`config.mk`:
```
export PLATFORM = sky130hd
export DESIGN_NAME = wb_tia_audio
export DESIGN_NICKNAME = d
export VERILOG_FILES = /design/src/rtl/wb_tia_audio.sv
export SDC_FILE = /design/constraint.sdc
export NUM_CORES = 1
export LEC_CHECK = 0
export BUFFER_PORTS_ARGS = -buffer_cell sky130_fd_sc_hd__buf_4
export CAP_MARGIN = 20
export CORE_MARGIN = 3
export CORE_UTILIZATION = 45
export DETAILED_ROUTE_END_ITERATION = 10
export SKIP_CTS_REPAIR_TIMING = 1
export SYNTH_ARGS = -nofsm -noshare
export SYNTH_HDL_FRONTEND = slang
export SYNTH_SLANG_ARGS = --single-unit
```
`constraint.sdc`:
```
create_clock -name clk_i -period 2.3 [get_ports clk_i]
set_input_delay 0.46 -clock clk_i [delete_from_list [all_inputs] [get_ports clk_i]]
set_output_delay 0.46 -clock clk_i [all_outputs]
set_load 0.1 [all_outputs]
```
`src/rtl/wb_tia_audio.sv`:
```
// wb_tia_audio
//   Wishbone-mapped, N-channel TIA-style sound generator. Each channel has
//   AUDC (mode), AUDF (divider) and AUDV (volume) registers. A divider feeds
//   the channel's polynomial counters or tone flop. On every audio tick the
//   channel outputs are mixed into an unsigned sample. A first-order
//   sigma-delta modulator turns that sample into a 1-bit PDM pin.
//
// Ports
//   clk_i           system clock
//   rst_i           synchronous active-high reset
//   stb_i, we_i     bus strobe / write enable (1 = write)
//   adr_i, dat_i    register address / write data
//   ack_o           bus acknowledge, one cycle after the strobe
//   dat_o           read data (zero-extended register value, 0 if unmapped)
//   sample_o        mixed sample, 0 .. 15*NUM_CHANNELS
//   sample_valid_o  one-cycle pulse when sample_o updates
//   pdm_o           sigma-delta bitstream
//
// Register map, channel c: 0x40+4c AUDC, +1 AUDF, +2 AUDV, +3 out_c (read-only).
// With COMPAT set, 0x15/0x16 AUDC0/1, 0x17/0x18 AUDF0/1 and 0x19/0x1A AUDV0/1 alias channels 0/1.
module wb_tia_audio #(
    parameter int WB_DATA_WIDTH = 8,
    parameter int WB_ADDR_WIDTH = 7,
    parameter int NUM_CHANNELS  = 2,
    parameter int CLK_DIV       = 512,
    parameter int COMPAT        = 1,
    localparam int SW           = 4 + $clog2(NUM_CHANNELS + 1)
) (
    input  logic                     clk_i,
    input  logic                     rst_i,
    input  logic                     stb_i,
    input  logic                     we_i,
    input  logic [WB_ADDR_WIDTH-1:0] adr_i,
    input  logic [WB_DATA_WIDTH-1:0] dat_i,
    output logic                     ack_o,
    output logic [WB_DATA_WIDTH-1:0] dat_o,
    output logic [SW-1:0]            sample_o,
    output logic                     sample_valid_o,
    output logic                     pdm_o
);

    localparam int AW = WB_ADDR_WIDTH;
    localparam int DW = WB_DATA_WIDTH;
    localparam int NC = NUM_CHANNELS;
    localparam int PW = (CLK_DIV > 1) ? $clog2(CLK_DIV) : 1;

    logic [PW-1:0] presc;
    logic          tick;

    logic [3:0] audc   [NC];
    logic [4:0] audf   [NC];
    logic [3:0] audv   [NC];
    logic [4:0] divcnt [NC];
    logic [1:0] div3   [NC];
    logic [3:0] poly4  [NC];
    logic [4:0] poly5  [NC];
    logic [8:0] poly9  [NC];
    logic [4:0] cnt31  [NC];
    logic       tone   [NC];

    logic [NC-1:0] chan_out;
    logic [NC-1:0] step;
    logic [NC-1:0] sel_audc, sel_audf, sel_audv, sel_out;
    logic [DW-1:0] rd_data;
    logic [SW-1:0] mix_sum;
    logic [SW-1:0] pdm_acc;

    // Registers only use the low five data bits.
    logic unused_dat;
    assign unused_dat = ^dat_i;

    function automatic logic [3:0] poly4_next(input logic [3:0] p);
        return {p[2:0], p[3] ^ p[2]};
    endfunction

    function automatic logic [4:0] poly5_next(input logic [4:0] p);
        return {p[3:0], p[4] ^ p[2]};
    endfunction

    function automatic logic [8:0] poly9_next(input logic [8:0] p);
        return {p[7:0], p[8] ^ p[4]};
    endfunction

    function automatic logic [4:0] cnt31_next(input logic [4:0] n);
        return (n == 5'd30) ? 5'd0 : n + 5'd1;
    endfunction

    function automatic logic mode_out(input logic [3:0] mode, input logic [3:0] p4,
                                      input logic [4:0] p5, input logic [8:0] p9,
                                      input logic [4:0] c31, input logic t);
        logic o;
        case (mode)
            4'd1:                             o = p4[3];
            4'd2, 4'd3, 4'd7, 4'd9, 4'd15:    o = p5[4];
            4'd4, 4'd5, 4'd12, 4'd13:         o = t;
            4'd6, 4'd10, 4'd14:               o = (c31 < 5'd15);
            4'd8:                             o = p9[8];
            default:                          o = 1'b1;
        endcase
        return o;
    endfunction

    // The sum cannot exceed 15*NC, which SW is sized to hold.
    function automatic logic [SW-1:0] mix_add(input logic [SW-1:0] acc, input logic on,
                                              input logic [3:0] vol);
        return on ? acc + SW'(vol) : acc;
    endfunction

    assign tick = (presc == PW'(CLK_DIV - 1));

    always_comb begin
        sel_audc = '0;
        sel_audf = '0;
        sel_audv = '0;
        sel_out  = '0;
        for (int c = 0; c < NC; c++) begin
            sel_audc[c] = (adr_i == AW'(32'h40 + 4 * c));
            sel_audf[c] = (adr_i == AW'(32'h41 + 4 * c));
            sel_audv[c] = (adr_i == AW'(32'h42 + 4 * c));
            sel_out[c]  = (adr_i == AW'(32'h43 + 4 * c));
        end
        if (COMPAT != 0) begin
            for (int c = 0; c < NC && c < 2; c++) begin
                if (adr_i == AW'(32'h15 + c)) sel_audc[c] = 1'b1;
                if (adr_i == AW'(32'h17 + c)) sel_audf[c] = 1'b1;
                if (adr_i == AW'(32'h19 + c)) sel_audv[c] = 1'b1;
            end
        end
    end

    always_comb begin
        chan_out = '0;
        step     = '0;
        mix_sum  = '0;
        rd_data  = '0;
        for (int c = 0; c < NC; c++) begin
            chan_out[c] = mode_out(audc[c], poly4[c], poly5[c], poly9[c], cnt31[c], tone[c]);
            // A lowered AUDF leaves divcnt above it, so >= forces the step.
            step[c]     = tick && (divcnt[c] >= audf[c]);
            // Mixing uses the outputs as they stand before this tick's step.
            mix_sum     = mix_add(mix_sum, chan_out[c], audv[c]);
            if (sel_audc[c]) rd_data = DW'(audc[c]);
            if (sel_audf[c]) rd_data = DW'(audf[c]);
            if (sel_audv[c]) rd_data = DW'(audv[c]);
            if (sel_out[c])  rd_data = DW'(chan_out[c]);
        end
    end

    // Bus response stage
    always_ff @(posedge clk_i) begin
        if (rst_i) begin
            ack_o <= 1'b0;
            dat_o <= '0;
        end else begin
            ack_o <= stb_i;
            dat_o <= (stb_i && !we_i) ? rd_data : '0;
        end
    end

    // Registers and per-channel generators; a step always sees the mode held before this edge.
    always_ff @(posedge clk_i) begin
        if (rst_i) begin
            for (int c = 0; c < NC; c++) begin
                audc[c]   <= '0;
                audf[c]   <= '0;
                audv[c]   <= '0;
                divcnt[c] <= '0;
                div3[c]   <= '0;
                poly4[c]  <= 4'hF;
                poly5[c]  <= 5'h1F;
                poly9[c]  <= 9'h1FF;
                cnt31[c]  <= '0;
                tone[c]   <= 1'b0;
            end
        end else begin
            for (int c = 0; c < NC; c++) begin
                if (stb_i && we_i) begin
                    if (sel_audc[c]) audc[c] <= dat_i[3:0];
                    if (sel_audf[c]) audf[c] <= dat_i[4:0];
                    if (sel_audv[c]) audv[c] <= dat_i[3:0];
                end
                if (tick) divcnt[c] <= step[c] ? 5'd0 : divcnt[c] + 5'd1;
                if (step[c]) begin
                    div3[c] <= (div3[c] == 2'd2) ? 2'd0 : div3[c] + 2'd1;
                    case (audc[c])
                        4'd1:                   poly4[c] <= poly4_next(poly4[c]);
                        4'd2, 4'd3, 4'd7, 4'd9: poly5[c] <= poly5_next(poly5[c]);
                        4'd15: if (div3[c] == 2'd2) poly5[c] <= poly5_next(poly5[c]);
                        4'd4, 4'd5:             tone[c]  <= ~tone[c];
                        4'd12, 4'd13: if (div3[c] == 2'd2) tone[c] <= ~tone[c];
                        4'd6, 4'd10:            cnt31[c] <= cnt31_next(cnt31[c]);
                        4'd14: if (div3[c] == 2'd2) cnt31[c] <= cnt31_next(cnt31[c]);
                        4'd8:                   poly9[c] <= poly9_next(poly9[c]);
                        default: ;
                    endcase
                end
            end
        end
    end

    // Prescaler, mix and sigma-delta stage
    always_ff @(posedge clk_i) begin
        if (rst_i) begin
            presc          <= '0;
            sample_o       <= '0;
            sample_valid_o <= 1'b0;
            pdm_acc        <= '0;
            pdm_o          <= 1'b0;
        end else begin
            presc          <= tick ? '0 : presc + PW'(1);
            sample_valid_o <= tick;
            if (tick) sample_o <= mix_sum;
            // The carry out of the accumulator is the PDM bit.
            {pdm_o, pdm_acc} <= {1'b0, pdm_acc} + {1'b0, sample_o};
        end
    end

endmodule

```
* Yosys cells after proc, flatten, opt, wreduce, memory -nomap -nowiden *
Memories as Yosys holds them, arrays and structs flattened.
Cells that the tools add are included.

word-level totals
  bits of input ports = 19
  RAM bits = 88
  bits in registers = 32
  memories kept = 10
  output and inout port bits = 17

operators by class
  multiplexer cells = 151
  reduce and logical (&&, ||, !) cells = 24
  bitwise logic cells = 35
  $lt $le $gt $ge = 4
  add/sub/neg operators = 9
  equal/unequal tests = 47

memories
  memory       words  bits a word  read ports  clocked after Yosys merged registers in  write ports  line  text
  poly9        2      9            2           0                                        2            57    logic [8:0] poly9 [NC];
  audf         2      5            2           0                                        2            51    logic [4:0] audf [NC];
  cnt31        2      5            2           0                                        2            58    logic [4:0] cnt31 [NC];
  divcnt       2      5            2           0                                        2            53    logic [4:0] divcnt [NC];
  poly5        2      5            2           0                                        2            56    logic [4:0] poly5 [NC];
  audc         2      4            2           0                                        2            50    logic [3:0] audc [NC];
  +4 memories  --     --           --          --                                       --           --

operators by type and width
  cell                   number
  $mux W1                112
  $mux W5                22
  $eq A4 B4 Y1 const B   14
  $eq A7 B7 Y1 const B   8
  $eq A7 B5 Y1 const B   6
  $mux W4                9
  $eq A4 B3 Y1 const B   8
  $or A1 B1 Y1           26
  $add A5 B1 Y5 const B  4
  $reduce_or A4 Y1       5
  $mux W9                2
  $eq A4 B2 Y1 const B   4
  $reduce_or A2 Y1       8
  $eq A5 B5 Y1 const B   2
  $ge A5 B5 Y1           2
  $lt A5 B4 Y1 const B   2
  $pmux W1 S5            2
  $reduce_or A5 Y1       2
  $add A9 B1 Y9 const B  1
  $eq A9 B9 Y1 const B   1
  $reduce_or A3 Y1       3
  $reduce_or A9 Y1       1
  $eq A4 B1 Y1 const B   2
  $mux W2                4
  other kinds (8)        20

* Depth between registers and ports, before layout *
  depth in word-level cells = 10
  depth in mapped cells = 13
  gate-level depth less buffers = 12

* Least setup slack after synthesis *
OpenSTA, ideal clock, no wires.

  kind = register to register
  start point = register presc[0]
  end point = memory poly9[1][1] (netlist: poly9[0][10]) (enable)
  cell stages (with the launch flop) = 12
  setup time = 0.273 ns
  setup slack = -0.202 ns
  required time = 2.027 ns
  arrival = 2.228 ns
  clock period less this slack = 2.502 ns
  cell sequence = dfxtp_1 > ha_1 > and3_1 > and3_1 > ha_1 > buf_6 > nand2b_1 > buf_6 > a21oi_1 > a21oi_1 > nor4_4 > or2_2

RTL lines
  element                   line  text
  start: declaration        47    logic [PW-1:0] presc;
  start signal: assignment  210   presc <= tick ? '0 : presc + PW'(1);
  end: declaration          57

==> metrics.yaml <==
cts_buffers: 17
synth_top_cell_area_share_pct: 41.8
core_area_sq_um: 13500
synthArstFlopShare_pct: 0
ir_drop_mv: 0.510
cts_buffer_depth: 2
root_buffer: "clkbuf_16"
yosys-top-cells-area: "edfxtp_1 42%, dfxtp_1 8.9%, ha_1 5.7%, a21oi_1 2.8%, o21bai_1 2.8%"
die_w_um: 125
area_growth_syn_to_layout_pct: 27.4
setup_ws_ns: -0.180
antenna_left: 0
finalClockSkew_ns: 0.0103
period_share_pct: 108
critical-path-top-delay-family: "simple AND/OR/NAND/NOR gates"
synthFlopType: "edfxtp_1"
clock_latency_ns: 0.42
grt_pass1_vias: 4663
grt_pass1_wl_mm: 23.7
drc: 0
worstPathCellList: "or3_4 > a21oi_2 > nor4_2 > nand2_2 > and2_4 > ha_4 > inv_2 > fa_2 > xnor2_1 > nand2_1 > a311oi_2"
met1_length_mm: 6.86
clock_sinks: 116
violations: "setup timing"
post-dp-hpwl_mm: 10.6
crit_buf_inv: 1
holdWs_ns: 0.283
dieArea_sq_um: 15500
crit_slowest_cell: "edfxtp_1"
initial_core_util_pct: 46.9
required_ns: 2.63
syn_inst: 573
top_layer_used: "met4"
antenna_cells: 0
fillerInstances: 1107
place_area_sq_um: 7270
final_area_sq_um: 8060
fin_nets: 735
power_density_nw_per_um2: 655
fmax_mhz: 403
totalPowerFinal_mw: 5.28
worstSetupPathType: "reg2reg"
wl_per_cell_um: 16.6
cts_tree: "done"
dr.pass1.iters: 7
syn_avg_cell_area_sq_um: 11.0
syn_area_sq_um: 6330
setup_violations: 4
path_max_fanout: 6
io_pins: 36
synth.distinct_cells: 81
vias: 4757
slew_viol_final: 0
totalWireLength_mm: 14.5
ys_seq_area_share_pct: 50.6
placementRows: 42
cp-end-kind: "register"
drive_above_1_share_pct: 31.1
min_path_type: "in2reg"
ys_seq_elements: 116
wl_met3_um: 622
gp_congestion: 0.876
drt_iter0_drc: 272
arrival_ns: 2.81
overflow: 0
met2_length_mm: 6.65
synth-edff-count: 88
fin_crit_ns: 2.48
portBuffers: 28
timing.setup.tns_ns: -0.549
rsz0062_at_grt: "true"
gr-usage-all-layers_pct: 19.2
yosysTopAreaCell: "edfxtp_1"
finalHoldViolations: 0
status: "complete, but fails checks"
drt-vias-per-instance: 5.44
die_h_um: 125
final_core_util_pct: 59.7
cap_violations: 0
yosys_warnings: 0
cpPeakStageDelay_ns: 0.49
worstSetupStartpointType: "register"
antenna_found_initial: 0
p_leak_nw: 3.18
htree_levels: 4
grt_max_degree: 31
cts.clk_slew.worst_paths_ns: 0.05
## cell usage in the layout, fill, tap and decap left out, types with 10 or more instances in the layout
cell       synthesis  layout
nand2_1           29      28
a21o_1            11      10
and2_1            18      17
nor2b_1           16      15
xor2_1            13      13
a21oi_1           36      31
xnor2_1           14      14
edfxtp_1          88      88
buf_4              4     109
inv_1             24      23
nand3_1           17      17
ha_1              29      26
dfxtp_1           28      25
nor2_1            36      33
clkbuf_16          0      17
o21bai_1          24      23
nand2b_1          22      20
## area by class of cell
cell class / count / area (sq um) / share of cell area [%]
sequential: 116 / 3210 / 39.8
inverter: 28 / 105 / 1.30
multi-input combinational: 406 / 3100 / 38.5
clock buffer: 21 / 440 / 5.46
timing repair buffer: 116 / 900 / 11.2
clock inverter: 11 / 87.6 / 1.09
tap: 176 / 220 / 2.73
## flip-flops by register name, indices dropped and copies added (netlist names)
signal,flops
dat_o,5
cnt31,10
audf,10
ack_o,1
div3,4
audv,8
audc,8
divcnt,10
tone,2
poly4,8
pdm_o,1
presc,9
sample_o,5
pdm_acc,6
sample_valid_o,1
poly9,18
poly5,10
## per-layer routing
layer / vias to the layer above / track usage (%)
li1: 2323 / -
met1: 2298 / 26.1
met2: 110 / 29.3
met3: 26 / 4.63
met4: 0 / 8.38
met5: - / 0
## report_power, final
part,switching (mW),total [mW],internal (mW)
combinational,0.313,0.550,0.237
clock,0.919,2.38,1.46
sequential,0.0473,2.35,2.30
## through the flow
step,setup slack (ns),instances
after floorplan,-0.121,576
final,-0.180,874
after CTS,-0.283,863
after global placement,-0.203,831
after detailed placement,-0.242,831
after global routing,-0.280,874
## synth_stat cells (all sizes together), types with 3 or more instances
cell    instances
edfxtp         88
a21oi          36
nor2           36
nand2          30
ha             29
dfxtp          28
inv            26
o21bai         24
nand2b         23
and2           18
buf            18
nand3          17
nor2b          17
o21ai          15
xnor2          14
xor2           13
and3           12
a21o           11
nor4           10
clkbuf          9
or3             9
nor3            7
nand3b          6
nor3b           6
a31oi           5
nand4           4
a221oi          3
a222oi          3
a31o            3
o211ai          3
o22ai           3
or2             3
## cells by family (layout without fill, tap and decap cells)
group,count (synthesis),after routing,share of synthesized area (%)
fa+ha+maj,32,32,6.53
buf+inv,55,176,4.11
mux,1,1,0.178
xor+xnor,27,27,3.74
simple gates,210,211,20.1
other cells,1,4,0.0593
compound gates,131,131,14.7
flops,116,116,50.6
## path summary, 6_finish.rpt
path	from	to	slack, ns	cells after the start
worst max-delay path	audc[0][3]	sample_o[2]	-0.18	11
worst min-delay path	rst_i	ack_o	0.28	2
worst max register to register	audc[0][3]	sample_o[2]	-0.18	11
worst min register to register	pdm_acc[5]	pdm_o	0.48	1
No activity file was read; power rests on OpenSTA's default activity.
